--- src/rtl/rst_wdt_ctrl_pkg.sv ---
// Shared FSM state encoding for the reset sequencer / run watchdog.
package rst_wdt_ctrl_pkg;

    localparam int STATE_W = 3;

    typedef enum logic [STATE_W-1:0] {
        ST_ASSERT  = 3'd0,
        ST_RELEASE = 3'd1,
        ST_RUN     = 3'd2,
        ST_TIMEOUT = 3'd3,
        ST_DONE    = 3'd4
    } state_e;

endpackage

--- src/rtl/rst_wdt_ctrl_rst_sync.sv ---
// Reset synchronizer: asserts asynchronously, deasserts after SYNC_STAGES clock edges.
module rst_wdt_ctrl_rst_sync #(
    parameter int SYNC_STAGES = 2
) (
    input  logic clk_i,
    input  logic rst_ni,
    output logic rst_no
);

    logic [SYNC_STAGES-1:0] sync_q;

    always_ff @(posedge clk_i or negedge rst_ni) begin
        if (!rst_ni) begin
            sync_q <= '0;
        end else begin
            sync_q <= {sync_q[SYNC_STAGES-2:0], 1'b1};
        end
    end

    assign rst_no = sync_q[SYNC_STAGES-1];

endmodule

--- src/rtl/rst_wdt_ctrl.sv ---
// Staggered reset sequencer with run watchdog and sticky timeout/done flags.
// Optional status counters (run_cycles, sw_rst_cnt) enabled by RST_WDT_STATUS_EN.
module rst_wdt_ctrl
    import rst_wdt_ctrl_pkg::*;
#(
    parameter int NUM_RST     = 2,
    parameter int SYNC_STAGES = 2,
    parameter int PULSE_W     = 3,
    parameter int STAGGER     = 4,
    parameter int TIMEOUT     = 50,
    parameter int CNT_W       = 16
) (
    input  logic               clk,
    input  logic               rst_n,
    input  logic               sw_rst_req,
    input  logic               kick,
    input  logic               done_in,
    output logic [NUM_RST-1:0] rst_n_out,
    output logic               running,
    output logic               timeout,
    output logic               done
`ifdef RST_WDT_STATUS_EN
    ,
    output logic [31:0]        run_cycles,
    output logic [7:0]         sw_rst_cnt
`endif
);

    localparam int              IDX_W    = $clog2(NUM_RST + 1);
    localparam logic [CNT_W-1:0] CNT_MAX  = '1;
    localparam logic [CNT_W-1:0] PULSE_LIM = CNT_W'(PULSE_W);
    localparam logic [CNT_W-1:0] STAG_LIM = CNT_W'(STAGGER);
    localparam logic [CNT_W-1:0] WDT_LIM  = CNT_W'((TIMEOUT > 0) ? TIMEOUT - 1 : 0);
    localparam bit              WDT_EN   = (TIMEOUT > 0);

    state_e             state_q, state_d;
    logic [CNT_W-1:0]   cnt_q, cnt_d, cnt_inc;
    logic [IDX_W-1:0]   idx_q, idx_d;
    logic [NUM_RST-1:0] rst_out_q, rst_out_d;
    logic               running_q, running_d;
    logic               timeout_q, timeout_d;
    logic               done_q, done_d;
    logic               rst_synced;

    rst_wdt_ctrl_rst_sync #(
        .SYNC_STAGES(SYNC_STAGES)
    ) u_rst_sync (
        .clk_i  (clk),
        .rst_ni (rst_n),
        .rst_no (rst_synced)
    );

    assign cnt_inc = (cnt_q == CNT_MAX) ? cnt_q : cnt_q + CNT_W'(1);

    // One shared counter: pulse length in ASSERT, channel spacing in RELEASE, idle cycles in RUN.
    // A software request counts its own cycle as the first low cycle of the new pulse.
    always_comb begin
        state_d   = state_q;
        cnt_d     = cnt_q;
        idx_d     = idx_q;
        rst_out_d = rst_out_q;
        running_d = running_q;
        timeout_d = timeout_q;
        done_d    = done_q;

        if (!rst_synced) begin
            state_d   = ST_ASSERT;
            cnt_d     = '0;
            idx_d     = '0;
            rst_out_d = '0;
            running_d = 1'b0;
            timeout_d = 1'b0;
            done_d    = 1'b0;
        end else if (sw_rst_req) begin
            state_d   = ST_ASSERT;
            cnt_d     = CNT_W'(1);
            idx_d     = '0;
            rst_out_d = '0;
            running_d = 1'b0;
            timeout_d = 1'b0;
            done_d    = 1'b0;
        end else begin
            case (state_q)
                ST_ASSERT: begin
                    if (cnt_q >= PULSE_LIM) begin
                        state_d      = ST_RELEASE;
                        rst_out_d[0] = 1'b1;
                        idx_d        = IDX_W'(1);
                        cnt_d        = CNT_W'(1);
                    end else begin
                        cnt_d = cnt_inc;
                    end
                end
                ST_RELEASE: begin
                    if (idx_q >= IDX_W'(NUM_RST)) begin
                        state_d   = ST_RUN;
                        running_d = 1'b1;
                        cnt_d     = '0;
                    end else if (cnt_q >= STAG_LIM) begin
                        for (int i = 0; i < NUM_RST; i++) begin
                            if (IDX_W'(i) == idx_q) begin
                                rst_out_d[i] = 1'b1;
                            end
                        end
                        idx_d = idx_q + IDX_W'(1);
                        cnt_d = CNT_W'(1);
                    end else begin
                        cnt_d = cnt_inc;
                    end
                end
                ST_RUN: begin
                    if (done_in) begin
                        state_d   = ST_DONE;
                        done_d    = 1'b1;
                        running_d = 1'b0;
                    end else if (kick) begin
                        cnt_d = '0;
                    end else if (WDT_EN && (cnt_q >= WDT_LIM)) begin
                        state_d   = ST_TIMEOUT;
                        timeout_d = 1'b1;
                        running_d = 1'b0;
                    end else if (WDT_EN) begin
                        cnt_d = cnt_inc;
                    end
                end
                default: begin
                end
            endcase
        end
    end

    always_ff @(posedge clk or negedge rst_n) begin
        if (!rst_n) begin
            state_q   <= ST_ASSERT;
            cnt_q     <= '0;
            idx_q     <= '0;
            rst_out_q <= '0;
            running_q <= 1'b0;
            timeout_q <= 1'b0;
            done_q    <= 1'b0;
        end else begin
            state_q   <= state_d;
            cnt_q     <= cnt_d;
            idx_q     <= idx_d;
            rst_out_q <= rst_out_d;
            running_q <= running_d;
            timeout_q <= timeout_d;
            done_q    <= done_d;
        end
    end

    assign rst_n_out = rst_out_q;
    assign running   = running_q;
    assign timeout   = timeout_q;
    assign done      = done_q;

`ifdef RST_WDT_STATUS_EN
    logic [31:0] run_cycles_q, run_cycles_d;
    logic [7:0]  sw_rst_cnt_q, sw_rst_cnt_d;

    // The request counter survives software resets; only the pad reset clears it.
    always_comb begin
        run_cycles_d = run_cycles_q;
        sw_rst_cnt_d = sw_rst_cnt_q;
        if (rst_synced && sw_rst_req) begin
            run_cycles_d = '0;
            if (sw_rst_cnt_q != 8'hFF) begin
                sw_rst_cnt_d = sw_rst_cnt_q + 8'd1;
            end
        end else if ((state_q == ST_RUN) && (run_cycles_q != 32'hFFFF_FFFF)) begin
            run_cycles_d = run_cycles_q + 32'd1;
        end
    end

    always_ff @(posedge clk or negedge rst_n) begin
        if (!rst_n) begin
            run_cycles_q <= '0;
            sw_rst_cnt_q <= '0;
        end else begin
            run_cycles_q <= run_cycles_d;
            sw_rst_cnt_q <= sw_rst_cnt_d;
        end
    end

    assign run_cycles = run_cycles_q;
    assign sw_rst_cnt = sw_rst_cnt_q;
`endif

endmodule

--- config.mk ---
export PLATFORM = sky130hd
export DESIGN_NAME = rst_wdt_ctrl
export DESIGN_NICKNAME = d
export VERILOG_FILES = /design/src/rtl/rst_wdt_ctrl_pkg.sv /design/src/rtl/rst_wdt_ctrl_rst_sync.sv /design/src/rtl/rst_wdt_ctrl.sv
export SDC_FILE = /design/constraint.sdc
export NUM_CORES = 1
export LEC_CHECK = 0
export BUFFER_PORTS_ARGS = -buffer_cell sky130_fd_sc_hd__buf_4
export CAP_MARGIN = 25
export CELL_PAD_IN_SITES_DETAIL_PLACEMENT = 2
export CELL_PAD_IN_SITES_GLOBAL_PLACEMENT = 2
export CORE_ASPECT_RATIO = 2
export CORE_MARGIN = 2
export CORE_UTILIZATION = 35
export DETAILED_ROUTE_END_ITERATION = 7
export PLACE_DENSITY_LB_ADDON = 0.1
export SLEW_MARGIN = 30
export SYNTH_ARGS = -nofsm -noshare
export SYNTH_HDL_FRONTEND = slang
export SYNTH_SLANG_ARGS = --single-unit
--- constraint.sdc ---
create_clock -name clk -period 5.1 [get_ports clk]
set_input_delay 0.255 -clock clk [delete_from_list [all_inputs] [get_ports clk]]
set_output_delay 0.255 -clock clk [all_outputs]
set_load 0.03 [all_outputs]
-- Yosys cells after proc, flatten, opt, wreduce, memory -nomap -nowiden
Index checks and enable logic that the tools add are counted.
- register bits: 28
- input bits: 5
- output and inout port bits: 5
- logic and storage cells: 100
- add/subtract/negate cells: 2
- order comparisons: 4
- equal/unequal tests: 25
- mux-type cells: 50
- reduce and logical (&&, ||, !) cells: 10
- operators with widths (operator ; number):
    16-bit two-way mux ; 9
    16-bit one-hot mux with 3 select lines ; 1
    4-bit inequality test, second input constant ; 8
    3-bit inequality test, second input constant ; 9
    3-bit two-way mux ; 7
    1-bit two-way mux ; 20
    5-bit inequality test, second input constant ; 4
    2-bit two-way mux ; 9
    16-bit by 1-bit adder with 16-bit output, second input constant ; 1
    16-bit == test, second input constant ; 1
    16-bit by 2-bit >= comparator with 1-bit output, second input constant ; 1
    16-bit by 3-bit >= comparator with 1-bit output, second input constant ; 1
    16-bit by 6-bit >= comparator with 1-bit output, second input constant ; 1
    4-bit AND reduction ; 4
    5-bit AND reduction ; 2
    3-bit one-hot mux with 3 select lines ; 1
    1-bit one-hot mux with 2 select lines ; 2
    2-bit one-hot mux with 2 select lines ; 1
    3-bit by 1-bit == test with 1-bit output, second input constant ; 1
    3-bit by 2-bit == test with 1-bit output, second input constant ; 1
    3-bit logical NOT ; 1
    3-bit AND reduction ; 1
    2-bit by 1-bit adder with 2-bit output, second input constant ; 1
    1-bit by 2-bit == test with 1-bit output, first input constant ; 1
    other kinds (3) ; 3

-- Logic depth before layout (Yosys ltp)
- depth after elaboration: 8
- gate-level depth with buffers: 8
- mapped depth without buffers: 7

-- By module
From an unflattened synthesis, not the netlist that was laid out.
- cells, all modules: 169
- area total of the unflattened synthesis: 1560.2 µm²
- modules (own cells, without submodules) (module ; times used ; cells an instance ; area an instance (µm²) ; sequential area each (µm²)):
    rst_wdt_ctrl ; 1 ; 166 ; 1506.4 ; 650.6
    rst_wdt_ctrl_rst_sync ; 1 ; 3 ; 53.8 ; 50.0

-- Worst setup path before layout
No wires, ideal clock.
- kind: register to register
- start point: register cnt_q[1]
- end point: register cnt_q[4]
- library setup time: 78 ps
- arrival time: 2077 ps
- data required time: 5022 ps
- setup slack: 2945 ps
- cell stages (with the launch flop): 9
- buffers on the path: 1
- period minus slack after synthesis: 2155 ps
- cell sequence: dfrtp_1 > inv_1 > ha_1 > nor4b_2 > o2111ai_2 > a41o_1 > buf_6 > or4_1 > a21oi_1
- cells in the longest elaborated chain, start to end: 8
- elaborated cells between the ends (all ways): 17
- those cells by class: add/sub: 1; order compare: 3; eq/ne: 2; mux: 10; reduce/logical: 1
- RTL lines (what ; line ; text):
    from (decl) ; rst_wdt_ctrl.sv:37 ; logic [CNT_W-1:0] cnt_q, cnt_d, cnt_inc;
    from (signal assigned) ; rst_wdt_ctrl.sv:143 ; cnt_q <= cnt_d;
    16-bit by 1-bit adder with 16-bit output or 16-bit == test (tied branches) ; rst_wdt_ctrl.sv:53 ; assign cnt_inc = (cnt_q == CNT_MAX) ? cnt_q : cnt_q + CNT_W'(1);
    16-bit two-way mux ; rst_wdt_ctrl.sv:53 ;
    16-bit two-way mux ; rst_wdt_ctrl.sv:118 ; end else if (WDT_EN && (cnt_q >= WDT_LIM)) begin
    16-bit two-way mux ; rst_wdt_ctrl.sv:116 ; end else if (kick) begin
    16-bit two-way mux ; rst_wdt_ctrl.sv:112 ; if (done_in) begin
    16-bit one-hot mux with 3 select lines ; rst_wdt_ctrl.sv:83 ; case (state_q)
    16-bit two-way mux ; rst_wdt_ctrl.sv:74 ; end else if (sw_rst_req) begin
    16-bit two-way mux ; rst_wdt_ctrl.sv:66 ; if (!rst_synced) begin
Parallel ways exist; a longest one is shown, timed or not. The select of a mux whose other input is x is not followed.
A chain may end at the register's enable or synchronous reset.

-- Worst setup path after layout
- start point: register cnt_q[0]
- end point: register cnt_q[10]
Same word-level chain as after synthesis.

==> impl_metrics.ini <==
[final_layout]
drive_gt1_share_pct = 12.1
area_growth_pct = 10.4
final_cells = 227
antennaDiodeCount = 0
final_core_util_pct = 39.8
design_area_mm2 = 0.00173
layout.nets = 186

[die]
ioPinCount = 10
die_x_um = 51.3
rows = 34
die_h_um = 98.6
coreArea_mm2 = 0.00434
initial_core_util_pct = 36.1
die_area_mm2 = 0.00506

[sta]
holdWs_ns = 0.283
max_slew_margin_pct = 38.5
period_share_pct = 48.5
layout_min_cycle_time_ns = 2.47
slew_viol_final = 0
finalHoldViolations = 0
finalSetupViolCount = 0
rsz0062_at_grt = false
setup_slack_ns = 2.63
worst_pin_slew_ns = 0.911
skew_ns = 0.00609
max_clock_freq_mhz = 404
tns_ns = 0

[min_path]
holdPathEnd = state_q[2]
hold_start = done_in
min_path_type = in2reg
hold_path_depth = 3

[detailed_routing]
via_per_inst = 5.80
wirelength_mm = 4.33
remaining_drc_errors = 0
met1Wirelength_mm = 1.62
avgRoutedWirePerCell_um = 19.1
vias = 1316
maxUsedRoutingLayer = met4
firstDrtPassIters = 4
antenna_left = 0
drtIter0Drc = 18
met3_length_um = 37
dr_wl_met2_mm = 2.65

[logic_synthesis]
ys.flop_type = dfrtp_1
synth_compound_area_share_pct = 20.3
yosysWarnings = 0
syn_area_mm2 = 0.00157
synthCells = 167
yosys.area_share.simple_pct = 23.3
synth_async_sr_flop_share_pct = 100
syn-mean-instance-area_um2 = 9.37
yosysSeqAreaShare_pct = 44.8
synth_edf_count = 0
synth_top_family_by_area = simple AND/OR/NAND/NOR gates
ys_types = 39
synth_mux_area_share_pct = 0.639
synth.ff_latch_count = 28
synthesis.nets = 179
synthAdderAreaFrac_pct = 5.60
synthXorXnorAreaFrac_pct = 0.560

[global_routing]
grt_max_degree = 29
grt_pass1_vias = 1496
overflow = 0
antenna_found_initial = 0
grt_util_all_layers_pct = 19.2
grt_pass1_wl_mm = 7.38

[pwr]
p_leak_nw = 0.767
ir_worst_vdd_mv = 0.119
total_power_uw = 396
cellPowerDensity_mw_per_mm2 = 229

[place]
globalplace.congestion = 0.792
place_area_mm2 = 0.00166
portBuffers = 9
post-dp-hpwl_mm = 3.38
pre_cts_slack_ns = 2.56
placedCellCount = 222

[clock_tree]
clockBufferDepth = 2
cts_root_buffer = clkbuf_8
clk_pin_slew_ns = 0.10
cts-buffers-inserted = 3
cts_sinks = 28
cts_resized = 0
cts_setup_buffers = 0
htree_levels = 1
clock_latency_ns = 0.28
cts_tree = done

[critical_path]
endpoint_kind = flip-flop
reg2reg_depth = 7
timing.rr.end = cnt_q[10]
criticalPathCategory = reg2reg
path_max_fanout = 10
rr_startpoint = cnt_q[0]
startpoint_type = flip-flop
crit_required_ns = 5.31
critPathArrivalTime_ns = 2.68
r2r_slack_ns = 2.63

[run_status]
status = finished, final reports clean

[flow_run]
drv_cap = 0
-- cells in the mapped netlist, types with 2 or more instances --
library cell | count | share of area, %
or4_1 | 3 | 1.4
o21ai_0 | 6 | 1.9
and2_1 | 5 | 2.0
clkbuf_1 | 5 | 1.2
a21oi_1 | 13 | 4.2
o31ai_1 | 5 | 2.4
nand3_1 | 7 | 2.2
nor4_1 | 2 | 0.80
nor4_4 | 2 | 2.7
nand2b_1 | 2 | 0.80
a31o_2 | 3 | 1.7
o21a_1 | 3 | 1.4
a221oi_1 | 2 | 1.1
nand2_1 | 11 | 2.6
inv_1 | 9 | 2.2
a41oi_1 | 3 | 1.7
o22ai_1 | 2 | 0.80
ha_1 | 7 | 5.6
dfrtp_1 | 28 | 45
buf_1 | 2 | 0.48
a31oi_1 | 6 | 2.4
and3_1 | 5 | 2.0
nor2_1 | 20 | 4.8
-- cell families (layout without fill, tap and decap cells) --
family / after synthesis / in the layout
simple gates: 65 / 65
flops: 28 / 28
fa+ha+maj: 7 / 7
other cells: 1 / 1
buf+inv: 17 / 23
compound gates: 47 / 47
xor+xnor: 1 / 1
mux: 1 / 1
-- worst max path at each step --
stage / slack, ns / cells past startpoint / to / startpoint
CTS: 2.53 / 7 / cnt_q[10] / cnt_q[0]
floorplan: 2.95 / 8 / cnt_q[4] / cnt_q[1]
global route: 2.37 / 7 / cnt_q[11] / cnt_q[0]
detailed placement: 2.56 / 7 / cnt_q[10] / cnt_q[0]
global placement: 2.41 / 7 / cnt_q[3] / cnt_q[0]
finish: 2.63 / 7 / cnt_q[10] / cnt_q[0]
-- final cells by class --
class	count	area [um^2]
fillers	506	2610
repair buffers	10	77.6
inverters	9	33.8
flip-flops and latches	28	701
well taps	54	67.6
multi-input cells	122	793
clock buffers	4	55.1
-- placed cells by master, fill, tap and decap left out, drive strengths merged, types with 2 or more instances in the layout --
| master | count |
|---|---|
| or4 | 3 |
| o31ai | 5 |
| clkbuf | 4 |
| o21ai | 6 |
| dfrtp | 28 |
| and2 | 5 |
| inv | 9 |
| nand2 | 11 |
| nor2 | 20 |
| a41oi | 3 |
| and3 | 5 |
| buf | 9 |
| a221oi | 2 |
| ha | 7 |
| a21oi | 13 |
| nand3 | 7 |
| nor4 | 4 |
| o21a | 3 |
| a31o | 3 |
| o22ai | 2 |
| a31oi | 6 |
| nand2b | 2 |
-- power breakdown --
part	switching [mW]	total [mW]	internal [mW]
Combinational	0.0182	0.0273	0.00905
Sequential	0.00259	0.227	0.224
Clock	0.0728	0.142	0.0692
-- per-layer routing --
| metal | global-route usage (%) | up-vias |
|---|---|---|
| li1 | - | 613 |
| met1 | 19.6 | 694 |
| met2 | 39.3 | 7 |
| met4 | 4.86 | 0 |
| met5 | 0 | - |
| met3 | 1.52 | 2 |
-- registers in the layout (all words and copies together), names as in the netlist --
| name | flops |
|---|---|
| rst_n_out | 2 |
| state_q | 3 |
| timeout | 1 |
| u_rst_sync.sync_q | 2 |
| cnt_q | 16 |
| idx_q | 2 |
| done | 1 |
| running | 1 |
-- worst max-delay path, stage by stage, from the launching register on --
cell	delay, ns
dfrtp_1	0.45
inv_1	0.15
ha_1	0.16
nor4b_2	0.25
o2111ai_2	0.23
a41oi_1	0.80
a41oi_1	0.24
nor2_1	0.13
-- what timing repair did --
item	in CTS	in global routing
hold buffers	1	0
hold endpoints to repair	28	0
endpoints found under the setup margin	0	0
Note: power is estimated with default switching activity, not from simulation.
